`config.mk`:
```
export PLATFORM = sky130hd
export DESIGN_NAME = abro_input_conditioner
export DESIGN_NICKNAME = d
export VERILOG_FILES = /design/src/rtl/abro_cond_pkg.sv /design/src/rtl/abro_debounce_channel.sv /design/src/rtl/abro_input_conditioner.sv
export SDC_FILE = /design/constraint.sdc
export NUM_CORES = 1
export LEC_CHECK = 0
export CORE_MARGIN = 1.5
export CORE_UTILIZATION = 40
export DETAILED_ROUTE_END_ITERATION = 10
export DONT_BUFFER_PORTS = 1
export PLACE_DENSITY_LB_ADDON = 0.05
export SYNTH_ARGS = -nofsm -noshare
export SYNTH_HDL_FRONTEND = slang
export SYNTH_SLANG_ARGS = --single-unit
```
`constraint.sdc`:
```
create_clock -name clk -period 2.05 [get_ports clk]
set_input_delay 0.1025 -clock clk [delete_from_list [all_inputs] [get_ports clk]]
set_output_delay 0.1025 -clock clk [all_outputs]
set_load 0.02 [all_outputs]
```
`src/rtl/abro_cond_pkg.sv`:
```
// Shared types and constants for the ABRO input conditioner.
package abro_cond_pkg;

  // Gray-style encoding: the upper bit equals the registered clean level.
  typedef enum logic [1:0] {
    STABLE_LOW  = 2'b00,
    CHECK_HIGH  = 2'b01,
    STABLE_HIGH = 2'b11,
    CHECK_LOW   = 2'b10
  } debounce_state_t;

  localparam int GLITCH_W = 8;

endpackage

```
`src/rtl/abro_debounce_channel.sv`:
```
// One conditioner channel: 2-flop synchronizer, debounce FSM with stability
// counter, registered clean level and one-cycle rising-edge pulse.
// With ABRO_COND_GLITCH_CNT_EN defined, also a saturating glitch counter.
module abro_debounce_channel
  import abro_cond_pkg::*;
#(
  parameter int DEBOUNCE_CYCLES = 16
) (
  input  logic                clk,
  input  logic                reset,
  input  logic                raw_i,
`ifdef ABRO_COND_GLITCH_CNT_EN
  output logic [GLITCH_W-1:0] glitch_cnt_o,
`endif
  output logic                clean_o,
  output logic                rise_o
);

  localparam int               CNT_W    = $clog2(DEBOUNCE_CYCLES + 1);
  localparam logic [CNT_W-1:0] CNT_LAST = CNT_W'(DEBOUNCE_CYCLES - 1);
  localparam logic [CNT_W-1:0] CNT_ONE  = CNT_W'(1);

  logic            s1_q;
  logic            s2_q;
  debounce_state_t state_q;
  logic [CNT_W-1:0] cnt_q;
  logic            clean_q;
  logic            rise_q;

  // Two-flop synchronizer; cleared by reset so a held input is re-accepted.
  always_ff @(posedge clk) begin
    if (reset) begin
      s1_q <= 1'b0;
      s2_q <= 1'b0;
    end else begin
      s1_q <= raw_i;
      s2_q <= s1_q;
    end
  end

  // Debounce FSM: a level change is accepted after DEBOUNCE_CYCLES equal samples.
  always_ff @(posedge clk) begin
    if (reset) begin
      state_q <= STABLE_LOW;
      cnt_q   <= '0;
      clean_q <= 1'b0;
      rise_q  <= 1'b0;
    end else begin
      rise_q <= 1'b0;
      case (state_q)
        STABLE_LOW: begin
          if (s2_q) begin
            state_q <= CHECK_HIGH;
            cnt_q   <= CNT_ONE;
          end else begin
            cnt_q <= '0;
          end
        end
        CHECK_HIGH: begin
          if (!s2_q) begin
            state_q <= STABLE_LOW;
            cnt_q   <= '0;
          end else if (cnt_q == CNT_LAST) begin
            state_q <= STABLE_HIGH;
            cnt_q   <= '0;
            clean_q <= 1'b1;
            rise_q  <= 1'b1;
          end else begin
            cnt_q <= cnt_q + CNT_ONE;
          end
        end
        STABLE_HIGH: begin
          if (!s2_q) begin
            state_q <= CHECK_LOW;
            cnt_q   <= CNT_ONE;
          end else begin
            cnt_q <= '0;
          end
        end
        CHECK_LOW: begin
          if (s2_q) begin
            state_q <= STABLE_HIGH;
            cnt_q   <= '0;
          end else if (cnt_q == CNT_LAST) begin
            state_q <= STABLE_LOW;
            cnt_q   <= '0;
            clean_q <= 1'b0;
          end else begin
            cnt_q <= cnt_q + CNT_ONE;
          end
        end
        default: begin
          state_q <= STABLE_LOW;
          cnt_q   <= '0;
          clean_q <= 1'b0;
        end
      endcase
    end
  end

`ifdef ABRO_COND_GLITCH_CNT_EN
  logic                glitch_evt;
  logic [GLITCH_W-1:0] glitch_q;

  // A check phase aborted back to the prior stable level is one glitch.
  assign glitch_evt = ((state_q == CHECK_HIGH) && !s2_q) ||
                      ((state_q == CHECK_LOW)  &&  s2_q);

  // Saturating glitch counter, cleared only by reset.
  always_ff @(posedge clk) begin
    if (reset) begin
      glitch_q <= '0;
    end else if (glitch_evt && (glitch_q != {GLITCH_W{1'b1}})) begin
      glitch_q <= glitch_q + GLITCH_W'(1);
    end
  end

  assign glitch_cnt_o = glitch_q;
`endif

  assign clean_o = clean_q;
  assign rise_o  = rise_q;

endmodule

```
`src/rtl/abro_input_conditioner.sv`:
```
// ABRO front-end: three independent debounce channels for A, B and R.
// Optional feature macro: ABRO_COND_GLITCH_CNT_EN adds glitch_cnt
// ({R,B,A} 8-bit saturating glitch counters).
module abro_input_conditioner
  import abro_cond_pkg::*;
#(
  parameter int DEBOUNCE_CYCLES = 16
) (
  input  logic        clk,
  input  logic        reset,
  input  logic        a_raw,
  input  logic        b_raw,
  input  logic        r_raw,
  output logic        A_clean,
  output logic        B_clean,
  output logic        R_clean,
  output logic        a_rise,
  output logic        b_rise,
`ifdef ABRO_COND_GLITCH_CNT_EN
  output logic [23:0] glitch_cnt,
`endif
  output logic        r_rise
);

`ifdef ABRO_COND_GLITCH_CNT_EN
  logic [GLITCH_W-1:0] gl_a;
  logic [GLITCH_W-1:0] gl_b;
  logic [GLITCH_W-1:0] gl_r;
  assign glitch_cnt = {gl_r, gl_b, gl_a};
`endif

  abro_debounce_channel #(.DEBOUNCE_CYCLES(DEBOUNCE_CYCLES)) u_ch_a (
    .clk          (clk),
    .reset        (reset),
    .raw_i        (a_raw),
`ifdef ABRO_COND_GLITCH_CNT_EN
    .glitch_cnt_o (gl_a),
`endif
    .clean_o      (A_clean),
    .rise_o       (a_rise)
  );

  abro_debounce_channel #(.DEBOUNCE_CYCLES(DEBOUNCE_CYCLES)) u_ch_b (
    .clk          (clk),
    .reset        (reset),
    .raw_i        (b_raw),
`ifdef ABRO_COND_GLITCH_CNT_EN
    .glitch_cnt_o (gl_b),
`endif
    .clean_o      (B_clean),
    .rise_o       (b_rise)
  );

  abro_debounce_channel #(.DEBOUNCE_CYCLES(DEBOUNCE_CYCLES)) u_ch_r (
    .clk          (clk),
    .reset        (reset),
    .raw_i        (r_raw),
`ifdef ABRO_COND_GLITCH_CNT_EN
    .glitch_cnt_o (gl_r),
`endif
    .clean_o      (R_clean),
    .rise_o       (r_rise)
  );

endmodule

```
==> results of run 1 <==
flip-flops by register name (all words and copies together), names as in the netlist, 2 cells and up:
signal,cells
u_ch_a.cnt_q,5
u_ch_a.state_q,2
u_ch_b.cnt_q,5
u_ch_b.state_q,2
u_ch_r.cnt_q,5
u_ch_r.state_q,2
worst reg2reg max path: stages, from the launching register on:
cell and delay (ns):
dfxtp_1 0.39, inv_1 0.08, ha_1 0.26, mux2i_1 0.26, nor2_1 0.08, a221oi_1 0.29
a211oi_1 0.08
synth_stat cells (all sizes together) (6+ instances only):
master / number
ha: 16
dfxtp: 33
o21ai: 6
nor2b: 6
a211oi: 10
inv: 14
nor3: 9
nand3: 6
a21oi: 6
nor2: 7
nand2: 6
power groups by stage:
stage | Combinational, mW | Sequential [mW] | Clock, mW
after detailed placement | 0.158 | 0.721 | 0
after floorplan | 0.143 | 0.712 | 0
after global placement | 0.155 | 0.720 | 0
final | 0.172 | 0.707 | 0.488
after global routing | 0.196 | 0.711 | 0.534
after CTS | 0.172 | 0.707 | 0.515
area by class of cell:
class                   instances  area (um2)
repair buffers                  4        40.0
well taps                      50        62.6
inverters                      14        52.6
fillers                       384        2160
clock buffers                   7        86.3
multi-input cells             113         906
flip-flops and latches         33         661
repair_timing:
action | 4_1_cts | 5_1_grt
hold buffers | 4 | 0
setup buffers | 0 | 0
hold endpoints to repair | 24 | 0
logic make-up (layout without fill, tap and decap cells):
family,after synthesis,after routing,synth area share (%)
AND/OR/NAND/NOR,48,48,17.1
AO/OA/AOI/OAI,38,38,19.5
flip-flops,33,33,40.1
buffers and inverters,19,25,4.94
adder cells (fa/ha/maj),16,16,12.1
XOR/XNOR,6,6,3.19
multiplexers,5,5,3.04
layer usage:
metal,global-route usage (%),vias up,wire (um)
met5,0,-,0
met4,8.42,0,70
met3,4.50,7,121
met2,23.6,23,1430
met1,19.4,571,1450
li1,-,613,-
metrics by stage:
step / instance area [um2] / power [mW] / cells / util [%]
6_report: 1810 / 1.37 / 221 / 45.5
3_3_place_gp: 1680 / 0.875 / 210 / 42.3
2_1_floorplan: 1650 / 0.855 / 165 / -
5_1_grt: 1810 / 1.44 / 221 / 45.5
4_1_cts: 1810 / 1.39 / 221 / 45.5
3_5_place_dp: 1680 / 0.879 / 210 / 42.3
how the worst max path moves through the flow:
| stage | to | slack [ns] | from |
|---|---|---|---|
| finish | u_ch_a.cnt_q[0] | 0.45 | u_ch_a.state_q[0] |
| floorplan | u_ch_b.state_q[0] | 0.59 | u_ch_b.cnt_q[0] |
| global route | u_ch_a.cnt_q[0] | 0.33 | u_ch_a.state_q[1] |
| CTS | u_ch_a.cnt_q[0] | 0.45 | u_ch_a.state_q[0] |
| global placement | u_ch_b.state_q[1] | 0.55 | u_ch_b.cnt_q[0] |
| detailed placement | u_ch_b.state_q[1] | 0.50 | u_ch_b.cnt_q[0] |
==> flow_metrics.env, run 1 <==
export IMPL_synth_net_count=186
export IMPL_critPathMaxStageDelay_ns=0.39
export IMPL_start_util_pct=41.5
export IMPL_rr_startpoint="u_ch_a.state_q[0]"
export IMPL_antenna_cells=0
export IMPL_grt_max_degree=24
export IMPL_synth_seq_cells=33
export IMPL_nets=192
export IMPL_die_width_um=67.2
export IMPL_hp_class="in2reg"
export IMPL_final_cell_mix="33 x dfxtp_1, 16 x ha_1, 14 x inv_1"
export IMPL_end_kind="register"
export IMPL_synthFlopType="dfxtp_1"
export IMPL_numCtsBuffers=5
export IMPL_die_height_um=67.2
export IMPL_swShare_pct=25.9
export IMPL_core_um2=3970
export IMPL_synth_cell_types=39
export IMPL_cp_start_kind="register"
export IMPL_synth_area_um2=1650
export IMPL_hold_end="u_ch_r.state_q[1]"
export IMPL_period_minus_slack_ns=1.60
export IMPL_p_sw_mw=0.354
export IMPL_rrSetupSlack_ns=0.45
export IMPL_drt_iter0_drc=33
export IMPL_setup_viol=0
export IMPL_num_vias=1214
export IMPL_die_area_um2=4510
export IMPL_syn2layout_area_growth_pct=9.72
export IMPL_rr_worst_depth=6
export IMPL_antenna_found_initial=0
export IMPL_cts_buffer_depth=2
export IMPL_outcome="complete, no violations"
export IMPL_ctsResizeCount=0
export IMPL_root_buffer="clkbuf_8"
export IMPL_combPwrFrac_pct=12.6
export IMPL_relSlewSlack_pct=38.3
export IMPL_grtUsageTotal_pct=15.4
export IMPL_skew_ns=0.00472
export IMPL_portBuffers=0
export IMPL_finalHoldViolations=0
export IMPL_dpl_hpwl_um=2070
export IMPL_clk_pin_slew_worst_paths_ns=0.07
export IMPL_internal_power_mw=1.01
export IMPL_synth_area_top_cells="dfxtp_1 40%, ha_1 12%, inv_1 3.2%, a211oi_2 3.0%, mux2i_1 3.0%"
export IMPL_hold_path_startpoint="reset"
export IMPL_cts_htree_levels=2
export IMPL_period_share_pct=78.1
export IMPL_grt_pass1_wl_um=5150
export IMPL_ir_worst_vdd_mv=0.286
export IMPL_critPathBufInv=1
export IMPL_slew_violations=0
export IMPL_cp_slowest_cell="dfxtp_1"
export IMPL_layout_drive_gt1_share_pct=9.36
export IMPL_cp_required_ns=2.17
export IMPL_setup_slack_ns=0.448
export IMPL_async_flop_share_pct=0
export IMPL_maxCapViolCount=0
export IMPL_synth_area_per_cell_um2=9.99
export IMPL_io_pins=11
export IMPL_clock_sinks=33
export IMPL_synth_edf_count=0
export IMPL_wl_um=3080
export IMPL_wl_per_cell_um=13.9
export IMPL_worstPathMaxFanout=4
export IMPL_ys_seq_area_share_pct=40.1
export IMPL_drt_pre_antenna_iters=4
export IMPL_syn_inst=165
export IMPL_yosys_warnings=0
export IMPL_row_count=23
export IMPL_crit_arrival_ns=1.72
export IMPL_drc=0
export IMPL_crit_family="flip-flops"
export IMPL_rsz0062_at_grt="false"
export IMPL_postRouteAntennaNets=0
export IMPL_grt_overflow=0
export IMPL_timing_hold_ws_ns=0.0299
export IMPL_tightest_slew_ns=0.922
export IMPL_place_ws_ns=0.497
export IMPL_leakage_nw=0.728
export IMPL_final_common_cell="dfxtp_1"
export IMPL_p_per_area_nw_per_um2=756
export IMPL_hold_depth=3
export IMPL_path_depth=6
export IMPL_insertion_delay_ns=0.28
export IMPL_grt_pass1_vias=1131
export IMPL_yosys_area_top_type="dfxtp_1"
export IMPL_reg2reg_to="u_ch_a.cnt_q[0]"
export IMPL_synth_top_area_share_pct=40.1
export IMPL_fin_setup_tns_ns=0
export IMPL_critPathKind="reg2reg"
export IMPL_gp_congestion=0.783
export IMPL_p_seq_share_pct=51.7
export IMPL_viasPerCell=5.49
export IMPL_tritoncts="built"
export IMPL_p_clk_share_pct=35.7
export IMPL_path_cells="inv_1, ha_1, mux2i_1, nor2_1, a221oi_1, a211oi_1"
export IMPL_max_clock_freq_mhz=624
No activity file was read; power rests on OpenSTA's default activity.
==> inputs of run 2 (changes only) <==
- clock period: 2.05 -> 1.4 ns (I/O delays scaled with it)
==> flow_metrics.env, run 2 (same netlist as run 1, synthesis figures left out) <==
export IMPL_drt_iter0_drc=32
export IMPL_maxCapViolCount=0
export IMPL_num_vias=1330
export IMPL_ir_worst_vdd_mv=0.598
export IMPL_final_cell_mix="26 x buf_4, 23 x dfxtp_1, 10 x ha_4"
export IMPL_outcome="complete, but fails checks"
export IMPL_clock_sinks=33
export IMPL_critPathMaxStageDelay_ns=0.33
export IMPL_die_area_um2=4510
export IMPL_core_um2=3970
export IMPL_p_per_area_nw_per_um2=930
export IMPL_postRouteAntennaNets=0
export IMPL_grtUsageMet3_pct=5.67
export IMPL_cts_htree_levels=2
export IMPL_setup_slack_ns=-0.0183
export IMPL_finalHoldViolations=16
export IMPL_die_height_um=67.2
export IMPL_skew_ns=0.00591
export IMPL_rsz0062_at_grt="true"
export IMPL_grtUsageMet2_pct=28.8
export IMPL_max_clock_freq_mhz=705
export IMPL_final_common_cell="buf_4"
export IMPL_antenna_cells=0
export IMPL_grt_use_met1_pct=20.3
export IMPL_viasPerCell=5.26
export IMPL_grt_pass1_vias=1331
export IMPL_gp_congestion=0.801
export IMPL_drc=0
export IMPL_fin_cells=253
export IMPL_path_cells="ha_2, and4b_2, o21a_4, o311a_1"
export IMPL_cp_start_kind="register"
export IMPL_leakage_nw=0.923
export IMPL_drt_pre_antenna_iters=6
export IMPL_largestRegisters="u_ch_a.cnt_q (5), u_ch_b.cnt_q (5), u_ch_r.cnt_q (5)"
export IMPL_layout_drive_gt1_share_pct=40.9
export IMPL_end_kind="register"
export IMPL_dpl_hpwl_um=2310
export IMPL_root_buffer="clkbuf_8"
export IMPL_timing_hold_ws_ns=-0.149
export IMPL_worstPathMaxFanout=5
export IMPL_numCtsBuffers=5
export IMPL_syn2layout_area_growth_pct=40.6
export IMPL_tightest_slew_ns=0.351
export IMPL_grt_busiest_layer="met2"
export IMPL_cp_slowest_cell="dfxtp_2"
export IMPL_hp_class="in2reg"
export IMPL_clk_pin_slew_worst_paths_ns=0.07
export IMPL_grt_pass1_wl_um=5840
export IMPL_tritoncts="built"
export IMPL_wl_um=3590
export IMPL_violations="hold timing, setup timing"
export IMPL_period_minus_slack_ns=1.42
export IMPL_die_width_um=67.2
export IMPL_row_count=23
export IMPL_portBuffers=0
export IMPL_grt_max_degree=29
export IMPL_nets=223
export IMPL_cts_buffer_depth=2
export IMPL_cp_required_ns=1.57
export IMPL_io_pins=11
export IMPL_cts_hold_buf=7
export IMPL_insertion_delay_ns=0.28
export IMPL_start_util_pct=41.5
export IMPL_grt_overflow=0
export IMPL_slew_violations=0
export IMPL_setup_viol=2
export IMPL_antenna_found_initial=0
export IMPL_crit_arrival_ns=1.59
export IMPL_grtUsageTotal_pct=17.1
export IMPL_critPathKind="reg2reg"
export IMPL_dp_cells=234
export IMPL_period_share_pct=101
export IMPL_wl_per_cell_um=14.2
export IMPL_relSlewSlack_pct=76.5
-- run 2: cell count changes in the layout (fill, tap and decap cells not counted), moves of 6 or more --
cell	before	now
ha_4	0	10
dfxtp_2	0	8
inv_2	0	6
buf_4	0	26
ha_1	16	3
dfxtp_1	33	23
inv_1	14	7
-- run 2: per-layer routing --
metal,wire (um),vias to the layer above
met5,0,-
met1,1630,623
li1,-,670
met2,1800,28
met4,48,0
met3,116,9
-- run 2: path summary, 6_finish.rpt --
path | startpoint | end | slack (ns) | cells after the start
worst max-delay path | u_ch_b.cnt_q[1] | u_ch_b.state_q[0] | -0.02 | 4
worst min-delay path | reset | u_ch_b.clean_o | -0.15 | 1
worst max register to register | u_ch_b.cnt_q[1] | u_ch_b.state_q[0] | -0.02 | 4
worst min register to register | u_ch_b.cnt_q[4] | u_ch_b.cnt_q[4] | 0.46 | 2
-- run 2: report_power, final --
group | internal (mW) | leakage (nW) | switching, mW | total [mW]
logic | 0.232 | 0.610 | 0.187 | 0.419
clock network | 0.353 | 0.0395 | 0.337 | 0.690
registers | 0.983 | 0.274 | 0.0642 | 1.05
-- run 2: timing repair --
action                                 in CTS  in global routing
pin swaps                                   1                 12
setup buffers                               0                  4
resized for setup                          16                 47
endpoints found under the hold margin      24                 16
setup endpoints to repair                  14                 21
-- run 2: area by class of cell --
class	instances	area [um2]
fill	332	1650
sequential	33	678
clock buffer	8	80.1
timing repair buffer	35	288
tap	50	62.6
inverter	14	57.6
multi-input combinational	113	1150
-- run 2: per-stage QoR --
step	utilization (%)	area, um2	setup slack [ns]	TNS [ns]	total power, mW
after floorplan	-	1650	-0.0139	-0.0241	1.25
after global placement	46.9	1860	-0.0159	-0.0259	1.35
after detailed placement	46.9	1860	-0.0921	-0.383	1.36
after CTS	52.2	2070	-0.0210	-0.0210	2.08
after global routing	58.3	2320	-0.0818	-0.260	2.27
final	58.3	2320	-0.0183	-0.0303	2.16
-- run 2: worst max-delay path: cells and delay by family, from the launching register on --
kind | cells | cell delay (ns)
flops | 1 | 0.33
fa+ha+maj | 1 | 0.18
simple gates | 1 | 0.25
compound gates | 2 | 0.55
==> inputs of run 3 (changes only) <==
==> constraint.sdc (replaced) <==
create_clock -name clk -period 1.4 [get_ports clk]
set_input_delay 0.21 -clock clk [delete_from_list [all_inputs] [get_ports clk]]
set_output_delay 0.21 -clock clk [all_outputs]
set_load 0.02 [all_outputs]
==> flow_metrics.env, run 3 (same netlist as run 1, synthesis figures left out) <==
export IMPL_swShare_pct=27.7
export IMPL_relSlewSlack_pct=60.4
export IMPL_critPathBufInv=0
export IMPL_p_seq_share_pct=48.2
export IMPL_die_area_um2=4510
export IMPL_dpl_hpwl_um=2310
export IMPL_slew_violations=0
export IMPL_violations="setup timing"
export IMPL_ir_worst_vdd_mv=0.586
export IMPL_p_clk_share_pct=31.7
export IMPL_max_clock_freq_mhz=704
export IMPL_cts_htree_levels=2
export IMPL_final_cell_mix="23 x buf_4, 23 x dfxtp_1, 11 x ha_4"
export IMPL_place_area_um2=1860
export IMPL_viasPerCell=5.44
export IMPL_root_buffer="clkbuf_8"
export IMPL_start_util_pct=41.5
export IMPL_grt_pass1_wl_um=5850
export IMPL_wl_per_cell_um=15.1
export IMPL_gp_congestion=0.801
export IMPL_path_cells="ha_2, and4b_2, o21a_4, o311a_1"
export IMPL_internal_power_mw=1.57
export IMPL_clock_sinks=33
export IMPL_p_sw_mw=0.602
export IMPL_maxCapViolCount=0
export IMPL_cp_slowest_cell="dfxtp_2"
export IMPL_largestRegisters="u_ch_a.cnt_q (5), u_ch_b.cnt_q (5), u_ch_r.cnt_q (5)"
export IMPL_grtUsageTotal_pct=17.3
export IMPL_p_per_area_nw_per_um2=927
export IMPL_crit_arrival_ns=1.59
export IMPL_antenna_cells=0
export IMPL_crit_family="compound AO/OA/AOI/OAI gates"
export IMPL_combPwrFrac_pct=20.1
export IMPL_drc=0
export IMPL_critPathKind="reg2reg"
export IMPL_antenna_found_initial=0
export IMPL_critPathMaxStageDelay_ns=0.33
export IMPL_worstPathMaxFanout=5
export IMPL_end_kind="register"
export IMPL_period_minus_slack_ns=1.42
export IMPL_setup_viol=3
export IMPL_leakage_nw=0.930
export IMPL_tightest_slew_ns=0.592
export IMPL_grt_pass1_vias=1325
export IMPL_core_um2=3970
export IMPL_io_pins=11
export IMPL_setup_slack_ns=-0.0211
export IMPL_final_area_um2=2350
export IMPL_rsz0062_at_grt="true"
export IMPL_drt_pre_antenna_iters=4
export IMPL_numCtsBuffers=5
export IMPL_skew_ns=0.00415
export IMPL_cts_buffer_depth=2
export IMPL_cp_start_kind="register"
export IMPL_postRouteAntennaNets=0
export IMPL_tritoncts="built"
export IMPL_layout_drive_gt1_share_pct=43.6
export IMPL_grt_overflow=0
export IMPL_wl_um=3800
export IMPL_hp_class="in2reg"
export IMPL_die_height_um=67.2
export IMPL_finalHoldViolations=0
export IMPL_num_vias=1370
export IMPL_insertion_delay_ns=0.28
export IMPL_row_count=23
export IMPL_outcome="complete, but fails checks"
export IMPL_syn2layout_area_growth_pct=42.4
export IMPL_nets=222
export IMPL_grt_max_degree=17
export IMPL_drt_iter0_drc=34
export IMPL_clk_pin_slew_worst_paths_ns=0.07
export IMPL_fillers=331
export IMPL_cp_required_ns=1.57
export IMPL_final_util_pct=59.1
export IMPL_period_share_pct=102
export IMPL_die_width_um=67.2
export IMPL_portBuffers=0
[run 3: timing repair]
action                                  CTS  global route
endpoints found under the hold margin    18             0
endpoints found under the setup margin   14            21
resized for setup                        16            57
setup buffers                             0             4
pin swaps                                 1            13
hold buffers                              6             0
[run 3: area by class of cell]
cell class / count / area (um2) / share of cell area (%)
multi-input cells: 113 / 1170 / 50.0
clock buffers: 8 / 80.1 / 3.41
inverters: 14 / 57.6 / 2.45
repair buffers: 34 / 289 / 12.3
flip-flops and latches: 33 / 683 / 29.1
well taps: 50 / 62.6 / 2.67
[run 3: per-stage QoR]
step                hold slack (ns)  power [mW]  instances  setup TNS [ns]  setup slack (ns)
global route                 0.0104        2.29        252          -0.299           -0.0891
floorplan                     0.338        1.25        165         -0.0241           -0.0139
global placement              0.287        1.35        234         -0.0259           -0.0159
finish                       0.0179        2.17        252         -0.0404           -0.0211
detailed placement            0.288        1.36        234          -0.383           -0.0921
CTS                          0.0118        2.09        248         -0.0849           -0.0210
[run 3: worst paths after layout]
| check | from | endpoint | slack [ns] | depth (start not counted) |
|---|---|---|---|---|
| max | u_ch_b.cnt_q[1] | u_ch_b.state_q[0] | -0.02 | 4 |
| min | reset | u_ch_a.state_q[1] | 0.02 | 1 |
| max reg2reg | u_ch_b.cnt_q[1] | u_ch_b.state_q[0] | -0.02 | 4 |
| min reg2reg | u_ch_b.cnt_q[4] | u_ch_b.cnt_q[4] | 0.46 | 2 |
[run 3: power groups by stage]
stage / Clock [mW] / Sequential [mW] / Combinational, mW
4_1_cts: 0.719 / 1.03 / 0.336
3_3_place_gp: 0 / 1.05 / 0.297
5_1_grt: 0.758 / 1.05 / 0.478
6_report: 0.689 / 1.05 / 0.437
2_1_floorplan: 0 / 1.04 / 0.209
3_5_place_dp: 0 / 1.05 / 0.304
[run 3: worst reg2reg max path, stage by stage (launching register included)]
cell and delay (ns):
dfxtp_2 0.33, ha_2 0.18, and4b_2 0.25, o21a_4 0.23, o311a_1 0.32
[run 3: routing by layer]
layer / vias up / routed length [um] / GRT usage, %
met3: 11 / 133 / 5.67
met4: 0 / 51 / 5.87
met5: - / 0 / 0
met1: 656 / 1730 / 20.6
met2: 33 / 1880 / 29.1
li1: 670 / - / -
